File: src/rtl/ram_pattern_tester.sv
// Two-pass march-style RAM tester: writes P(a)=a^SEED, reads it back, then repeats with ~P(a).
// Mismatches are counted (saturating) and the first failing address is latched.
`timescale 1ns/1ps
module ram_pattern_tester #(
  parameter int              SIZE      = 8,
  parameter int              DEPTH     = 256,
  parameter logic [SIZE-1:0] SEED      = 8'hA5,
  parameter int              ERR_WIDTH = 16
) (
  input  logic                     clk,
  input  logic                     rst,
  input  logic                     start,
  output logic [$clog2(DEPTH)-1:0] ram_address,
  output logic [SIZE-1:0]          ram_write_data,
  output logic                     ram_write_en,
  input  logic [SIZE-1:0]          ram_read_data,
  output logic                     busy,
  output logic                     done,
  output logic                     pass,
  output logic [ERR_WIDTH-1:0]     error_count,
  output logic [$clog2(DEPTH)-1:0] fail_address
);

  localparam int AW = $clog2(DEPTH);
  localparam logic [AW-1:0] LAST_ADDR = AW'(DEPTH - 1);

  typedef enum logic [2:0] {
    IDLE,
    WR0,
    RD0,
    WR1,
    RD1,
    DONE
  } state_t;

  state_t                 state_q, state_d;
  logic [AW-1:0]          addr_q, addr_d;
  logic                   drain_q, drain_d;
  logic                   tag_valid_q, tag_valid_d;
  logic [AW-1:0]          tag_addr_q, tag_addr_d;
  logic [SIZE-1:0]        wdata_q, wdata_d;
  logic                   we_q, we_d;
  logic                   busy_q, busy_d;
  logic                   done_q, done_d;
  logic                   pass_q, pass_d;
  logic [ERR_WIDTH-1:0]   err_q, err_d;
  logic [AW-1:0]          fail_q, fail_d;
  logic [SIZE-1:0]        expected;
  logic                   mismatch;

  function automatic logic [SIZE-1:0] pattern(input logic [AW-1:0] a, input logic inv);
    logic [SIZE-1:0] p;
    p = SIZE'(a) ^ SEED;
    return inv ? ~p : p;
  endfunction

  always_comb begin
    state_d     = state_q;
    addr_d      = addr_q;
    drain_d     = 1'b0;
    tag_valid_d = 1'b0;
    tag_addr_d  = addr_q;
    wdata_d     = '0;
    we_d        = 1'b0;
    busy_d      = busy_q;
    done_d      = 1'b0;
    pass_d      = pass_q;
    err_d       = err_q;
    fail_d      = fail_q;
    expected    = pattern(tag_addr_q, state_q == RD1);
    mismatch    = tag_valid_q && (ram_read_data != expected);

    // A zero error count means no mismatch has been seen yet, since it saturates instead of wrapping.
    if (mismatch) begin
      if (err_q != '1) err_d = err_q + ERR_WIDTH'(1);
      if (err_q == '0) fail_d = tag_addr_q;
    end

    case (state_q)
      IDLE: begin
        if (start) begin
          state_d = WR0;
          addr_d  = '0;
          we_d    = 1'b1;
          wdata_d = pattern('0, 1'b0);
          busy_d  = 1'b1;
          err_d   = '0;
          fail_d  = '0;
          pass_d  = 1'b0;
        end
      end
      WR0, WR1: begin
        if (addr_q == LAST_ADDR) begin
          state_d = (state_q == WR0) ? RD0 : RD1;
          addr_d  = '0;
        end else begin
          addr_d  = addr_q + AW'(1);
          we_d    = 1'b1;
          wdata_d = pattern(addr_d, state_q == WR1);
        end
      end
      RD0, RD1: begin
        tag_valid_d = !drain_q;
        if (drain_q) begin
          addr_d = '0;
          if (state_q == RD0) begin
            state_d = WR1;
            we_d    = 1'b1;
            wdata_d = pattern('0, 1'b1);
          end else begin
            state_d = DONE;
            busy_d  = 1'b0;
            done_d  = 1'b1;
            pass_d  = (err_d == '0);
          end
        end else if (addr_q == LAST_ADDR) begin
          drain_d = 1'b1;
        end else begin
          addr_d = addr_q + AW'(1);
        end
      end
      DONE: begin
        state_d = IDLE;
      end
      default: begin
        state_d = IDLE;
      end
    endcase
  end

  always_ff @(posedge clk or posedge rst) begin
    if (rst) begin
      state_q     <= IDLE;
      addr_q      <= '0;
      drain_q     <= 1'b0;
      tag_valid_q <= 1'b0;
      tag_addr_q  <= '0;
      wdata_q     <= '0;
      we_q        <= 1'b0;
      busy_q      <= 1'b0;
      done_q      <= 1'b0;
      pass_q      <= 1'b0;
      err_q       <= '0;
      fail_q      <= '0;
    end else begin
      state_q     <= state_d;
      addr_q      <= addr_d;
      drain_q     <= drain_d;
      tag_valid_q <= tag_valid_d;
      tag_addr_q  <= tag_addr_d;
      wdata_q     <= wdata_d;
      we_q        <= we_d;
      busy_q      <= busy_d;
      done_q      <= done_d;
      pass_q      <= pass_d;
      err_q       <= err_d;
      fail_q      <= fail_d;
    end
  end

  assign ram_address    = addr_q;
  assign ram_write_data = wdata_q;
  assign ram_write_en   = we_q;
  assign busy           = busy_q;
  assign done           = done_q;
  assign pass           = pass_q;
  assign error_count    = err_q;
  assign fail_address   = fail_q;

endmodule

File: config.mk
export PLATFORM = sky130hd
export DESIGN_NAME = ram_pattern_tester
export DESIGN_NICKNAME = d
export VERILOG_FILES = /design/src/rtl/ram_pattern_tester.sv
export SDC_FILE = /design/constraint.sdc
export NUM_CORES = 1
export LEC_CHECK = 0
export ABC_AREA = 1
export BUFFER_PORTS_ARGS = -buffer_cell sky130_fd_sc_hd__buf_2
export CORE_ASPECT_RATIO = 0.8
export CORE_UTILIZATION = 30
export DETAILED_ROUTE_END_ITERATION = 16
export SLEW_MARGIN = 20
export SYNTH_ARGS = -nofsm -noshare
export SYNTH_HDL_FRONTEND = slang
export SYNTH_SLANG_ARGS = --single-unit
export TNS_END_PERCENT = 5
File: constraint.sdc
create_clock -name clk -period 2.2 [get_ports clk]
set_clock_uncertainty 0.1 [all_clocks]
set_input_delay 0.33 -clock clk [delete_from_list [all_inputs] [get_ports clk]]
set_output_delay 0.33 -clock clk [all_outputs]
set_load 0.1 [all_outputs]
# ---- Word-level counts from Yosys, hierarchy flattened
# Index checks and enable logic that the tools add are counted.
dict set report totals {
  register_bits 57
  input_bits 11
  out_inout_bits 44
  elab_cells 88
}
dict set report op_classes {
  addsub 2
  n_eq_ne 12
  n_mux 46
  bitwise_logic 4
  reduce_logical 12
}
# cell count
set op_table {}
lappend op_table {{2-to-1 mux 8 bit} 12}
lappend op_table {{2-to-1 mux 16 bit} 4}
lappend op_table {{case mux 8 bit (3 select lines)} 2}
lappend op_table {{zero test 16 bit} 2}
lappend op_table {{2-to-1 mux 1 bit} 17}
lappend op_table {{adder 16 x 1 -> 16 bit, second input constant} 1}
lappend op_table {{!= test 16 bit, second input constant} 1}
lappend op_table {{inverter 8 bit} 2}
lappend op_table {{2-to-1 mux 3 bit} 5}
lappend op_table {{2-to-1 mux 7 bit} 2}
lappend op_table {{case mux 3 bit (3 select lines)} 1}
lappend op_table {{adder 8 x 1 -> 8 bit, second input constant} 1}
lappend op_table {{equality test 8 bit, second input constant} 1}
lappend op_table {{!= test 2 bit, second input constant} 4}
lappend op_table {{!= test 8 bit} 1}
lappend op_table {{inverter 4 bit} 2}
lappend op_table {{equality test 3 x 2 -> 1 bit, second input constant} 2}
lappend op_table {{AND reduction 3 bit} 2}
lappend op_table {{case mux 1 bit (2 select lines)} 2}
lappend op_table {{AND reduction 4 bit} 1}
lappend op_table {{OR reduction 2 bit} 2}
lappend op_table {{equality test 3 x 1 -> 1 bit, second input constant} 1}
lappend op_table {{equality test 3 bit, second input constant} 1}
lappend op_table {{zero test 3 bit} 1}
lappend op_table {{6 further kinds} 6}

# ---- Logic depth before layout (Yosys ltp)
dict set report depth {
  ltp_word 10
  ltp_mapped 17
  depth_no_buf 16
}

# ---- Worst setup path before layout
# Ideal clock, no wire load.
dict set report synth_path {
  path_type {register -> register}
  from {reg err_q[0] (netlist: error_count[0])}
  to {reg pass_q (netlist: pass)}
  t_arrival_ns 2.459
  path_slack_ns -0.479
  path_stages_with_launch 14
  path_cell_list {dfrtp_1 -> ha_1 -> nand3_1 -> nor3_2 -> nand2_1 -> buf_2 -> nand3_1 -> nand3_1 -> nand2_1 -> nor2_1 -> nand2_1 -> nor2_1 -> nand3_1 -> nand2_1}
}
dict set report synth_between {
  elab_chain_cells 7
  word_cells_on_any_way 8
  cone_classes {add/sub (1); eq/ne (1); mux (5); reduce/logical (1)}
}
# element line_no
set synth_rtl {}
lappend synth_rtl {{start: declaration} 46} ;# logic [ERR_WIDTH-1:0] err_q, err_d;
lappend synth_rtl {{start signal: assignment} 156} ;# err_q <= err_d;
lappend synth_rtl {{adder 16 x 1 -> 16 bit / != test 16 bit (equally long branches)} 75} ;# if (err_q != '1) err_d = err_q + ERR_WIDTH'(1);
lappend synth_rtl {{2-to-1 mux 16 bit} 75}
lappend synth_rtl {{2-to-1 mux 16 bit (*)} 74} ;# if (mismatch) begin
lappend synth_rtl {{zero test 16 bit (*)} 114} ;# pass_d = (err_d == '0);
lappend synth_rtl {{2-to-1 mux 1 bit (*)} 106} ;# if (state_q == RD0) begin
lappend synth_rtl {{2-to-1 mux 1 bit (*)} 104} ;# if (drain_q) begin
lappend synth_rtl {{case mux 1 bit (2 select lines) (*)} 79} ;# case (state_q)
lappend synth_rtl {{end signal: assignment} 155} ;# pass_q <= pass_d;
lappend synth_rtl {{end: declaration} 45} ;# logic pass_q, pass_d;
# Mark *: on every way between the ends. The rest lies on a longest branch, timed or not. The select of a mux whose other input is x is not followed.
# A chain may end at the register's enable or synchronous reset.

# ---- Final worst setup path
dict set report layout_path {
  from {reg state_q[0]}
  to {reg pass_q (netlist: pass)}
}
dict set report layout_between {
  elab_chain_cells 9
  word_cells_on_any_way 17
  cone_classes {eq/ne (6); mux (5); reduce/logical (6)}
}
# element line_no
set layout_rtl {}
lappend layout_rtl {{start: declaration} 36} ;# state_t state_q, state_d;
lappend layout_rtl {{start signal: assignment} 146} ;# state_q <= state_d;
lappend layout_rtl {{equality test 3 bit} {70, 79}}
lappend layout_rtl {{2-to-1 mux 8 bit} 54} ;# return inv ? ~p : p;
lappend layout_rtl {{!= test 8 bit} 71} ;# mismatch = tag_valid_q && (ram_read_data != expected);
lappend layout_rtl {{logical AND 1 bit} 71}
lappend layout_rtl {{2-to-1 mux 16 bit} 74}
lappend layout_rtl {{zero test 16 bit} 114}
lappend layout_rtl {{2-to-1 mux 1 bit} 106}
lappend layout_rtl {{2-to-1 mux 1 bit} 104}
lappend layout_rtl {{case mux 1 bit (2 select lines)} 79}
# Parallel ways exist; a longest one is shown, timed or not. The select of a mux whose other input is x is not followed.

==> out/metrics.cfg <==
[logic_synthesis]
syn_area_per_cell_sq_um=7.378
ys_ff_latch=57
syn_inst=446
synth.cell_area_sq_um=3291
synth_ff_type=dfrtp_1
ys_seq_area_share_pct=43.35
synth_cell_types=32
synth_area_leader_cell=dfrtp_1
ys_top_cells_by_area=dfrtp_1 (43%), nand2_1 (15%), inv_1 (7.3%)
yosysWarnings=0
synth_fp_nets=460
synth_edf_count=0
synthArstFlopShare_pct=100.0
yosysTopAreaCellShare_pct=43.35

[timing]
slew_headroom_pct=67.30
setup_viol=0
slew_viol_final=0
tightest_slew_ps=486.1
timing.fmax_mhz=477.5
worst_slack_ps=105.8
rsz0062_at_grt=yes
hold_viol=0
fin_crit_ps=2094
period_share_pct=95.19

[final_layout]
final_common_cell=nand2_1
multi_input_area_sq_um=1587
register_area_sq_um=1451
layout.nets=529
fin_cells=660
n_fill_cell=1046
num_antenna_cells=0
final_cell_mix=nand2_1 (127), inv_1 (63), buf_2 (54), nor2_1 (38), dfrtp_1 (37)
area_delta_synth_final_pct=27.22
drive_above_1_share_pct=25.19

[die]
core_area_sq_um=10450
die-width_um=119.1
dieArea_sq_um=11390
initial_core_util_pct=31.50
rows=33
die_h_um=95.68
io_pins=55

[setup_path]
critical_path.top_delay_family=simple AND/OR/NAND/NOR gates
cp_common_cell=nand2_1
cp_data_arrival_time_ps=2260
worstPathCellList=inv_2, nand2_4, nor2_8, nand2_1, nand2_1, nand2_1, inv_2, nand3_4, buf_4, nand2_1, nand2_1, o21ai_1, nand3_1, nor2_1, nand3_1, nand2_1
critPathKind=flip-flop to flip-flop
cp-end-kind=flip-flop
start_kind=flip-flop
worst_path_max_delay_cell=dfrtp_1
crit_buf_inv=3
cp_max_fo=14
max_stage_delay_ps=400
cp.required_ps=2370

[clocking]
clkTransAtPathRegs_ps=60
cts_tree=yes
clock_path_buffers=2
post-cts-setup-buffer-count=0
htreeDepth=3
cts-root-buf=clkbuf_16
cts_made_buffers=9
clk_latency_ps=330
cts_sinks=57

[placed_design]
post-place-ws_ps=49.47
gp_congestion=0.8717
port_buffers=54
dp_hpwl_um=6438
dp.cells=643

[detailed_routing]
num_vias=3072
ant_nets=0
routed_via_density=4.655
drt_iter0_markers=151
wl_um=8610
wire_per_inst_um=13.05
drc=0
drtPass1Iterations=5

[global_routing]
grt_pass1_vias=2844
grt_max_degree=39
grt_pass1_wl_um=13880
overflow=0
grtUsageTotal_pct=15.71
antenna_found_initial=0

[pwr]
ir_worst_vdd_mv=0.7035
power_density_nw_per_um2=1425
p_leak_nw=2.096

[status]
status=finished, final reports clean

[worst_hold_path]
min_path_type=flip-flop to flip-flop

[run]
drv_cap=0

## report_power, final
part | leakage [nW] | switching (mW) | internal [mW]
registers | 0.734 | 0.196 | 1.30
logic | 1.20 | 2.33 | 0.610
clock network | 0.159 | 0.503 | 1.02
total | 2.10 | 3.03 | 2.94
## registers in the layout, indices dropped and copies added (netlist names)
name	count
error_count	16
fail_address	8
ram_address	8
ram_write_data	8
tag_addr_q	8
state_q	3
busy	1
done	1
drain_q	1
pass	1
ram_write_en	1
tag_valid_q	1
## routing by layer
metal,vias up,share of wire (%),track usage (%)
met3,8,5.7,3.888
met2,87,44,23.69
met5,-,0,0
met1,1413,49,21.72
li1,1564,-,-
met4,0,0.98,5.802
## worst register-to-register path, stage by stage, from the launching register on
cell     delay (ps)
dfrtp_1         400
inv_2           100
nand2_4         100
nor2_8          160
nand2_1          80
nand2_1          70
nand2_1          60
inv_2            60
nand3_4          70
buf_4           200
nand2_1         120
nand2_1          50
o21ai_1         100
nand3_1         110
nor2_1          120
nand3_1          80
nand2_1          60
## cell families after synthesis
kind of cell / Yosys count / synth area share [%]
compound gates: 58 / 9.734
xor+xnor: 14 / 3.726
fa+ha+maj: 3 / 1.141
buf+inv: 78 / 9.695
flops: 57 / 43.35
simple gates: 236 / 32.36
## metrics by stage
| stage | utilization [%] | setup TNS, ps | hold slack, ps | area [sq um] | total power [mW] |
|---|---|---|---|---|---|
| 2_1_floorplan | - | -17.46 | 336.2 | 3353 | 3.885 |
| 3_3_place_gp | 36.73 | 0 | 255.2 | 3837 | 4.425 |
| 3_5_place_dp | 36.73 | 0 | 258.4 | 3837 | 4.447 |
| 4_1_cts | 39.98 | 0 | 306.2 | 4177 | 5.997 |
| 5_1_grt | 40.08 | -131.6 | 341.6 | 4187 | 6.274 |
| 6_report | 40.08 | 0 | 307.4 | 4187 | 5.967 |
## final timing paths
kind	from	end	slack [ps]	cells past startpoint
max	state_q[0]	pass	110	16
min	ram_address[6]	tag_addr_q[6]	310	0
max reg2reg	state_q[0]	pass	110	16
min reg2reg	ram_address[6]	tag_addr_q[6]	310	0
max in group asynchronous	rst	error_count[8]	970	4
min in group asynchronous	rst	ram_write_data[2]	460	3
## cells in the mapped netlist, types with 2 or more instances
cell type	number
nand2_1	128
o21ai_0	25
nor3_1	6
nand2_2	3
inv_1	64
o21ai_1	4
buf_4	2
or2_2	2
a21oi_1	19
xor2_1	10
o22ai_1	7
dfrtp_1	57
clkbuf_1	4
nor3_2	2
nor2_1	38
ha_1	3
xnor2_1	4
nand2_4	2
nand3_1	31
nand4_1	13
inv_2	4
nand3_2	2
nor2_2	6
buf_6	2
## area by class of cell
type                    instances  share of cell area (%)
clock buffers                  10                   5.708
clock inverters                 6                   2.152
inverters                      69                   6.246
multi-input cells             311                   37.90
flip-flops and latches         57                   34.67
well taps                     140                   4.184
repair buffers                 67                   9.145
## what timing repair did
action / 4_1_cts / 5_1_grt
gates resized for setup: 0 / 2
endpoints found under the setup margin: 0 / 10
endpoints found under the hold margin: 19 / 0
hold buffers: 1 / 0
(Power assumes the default switching activity.)
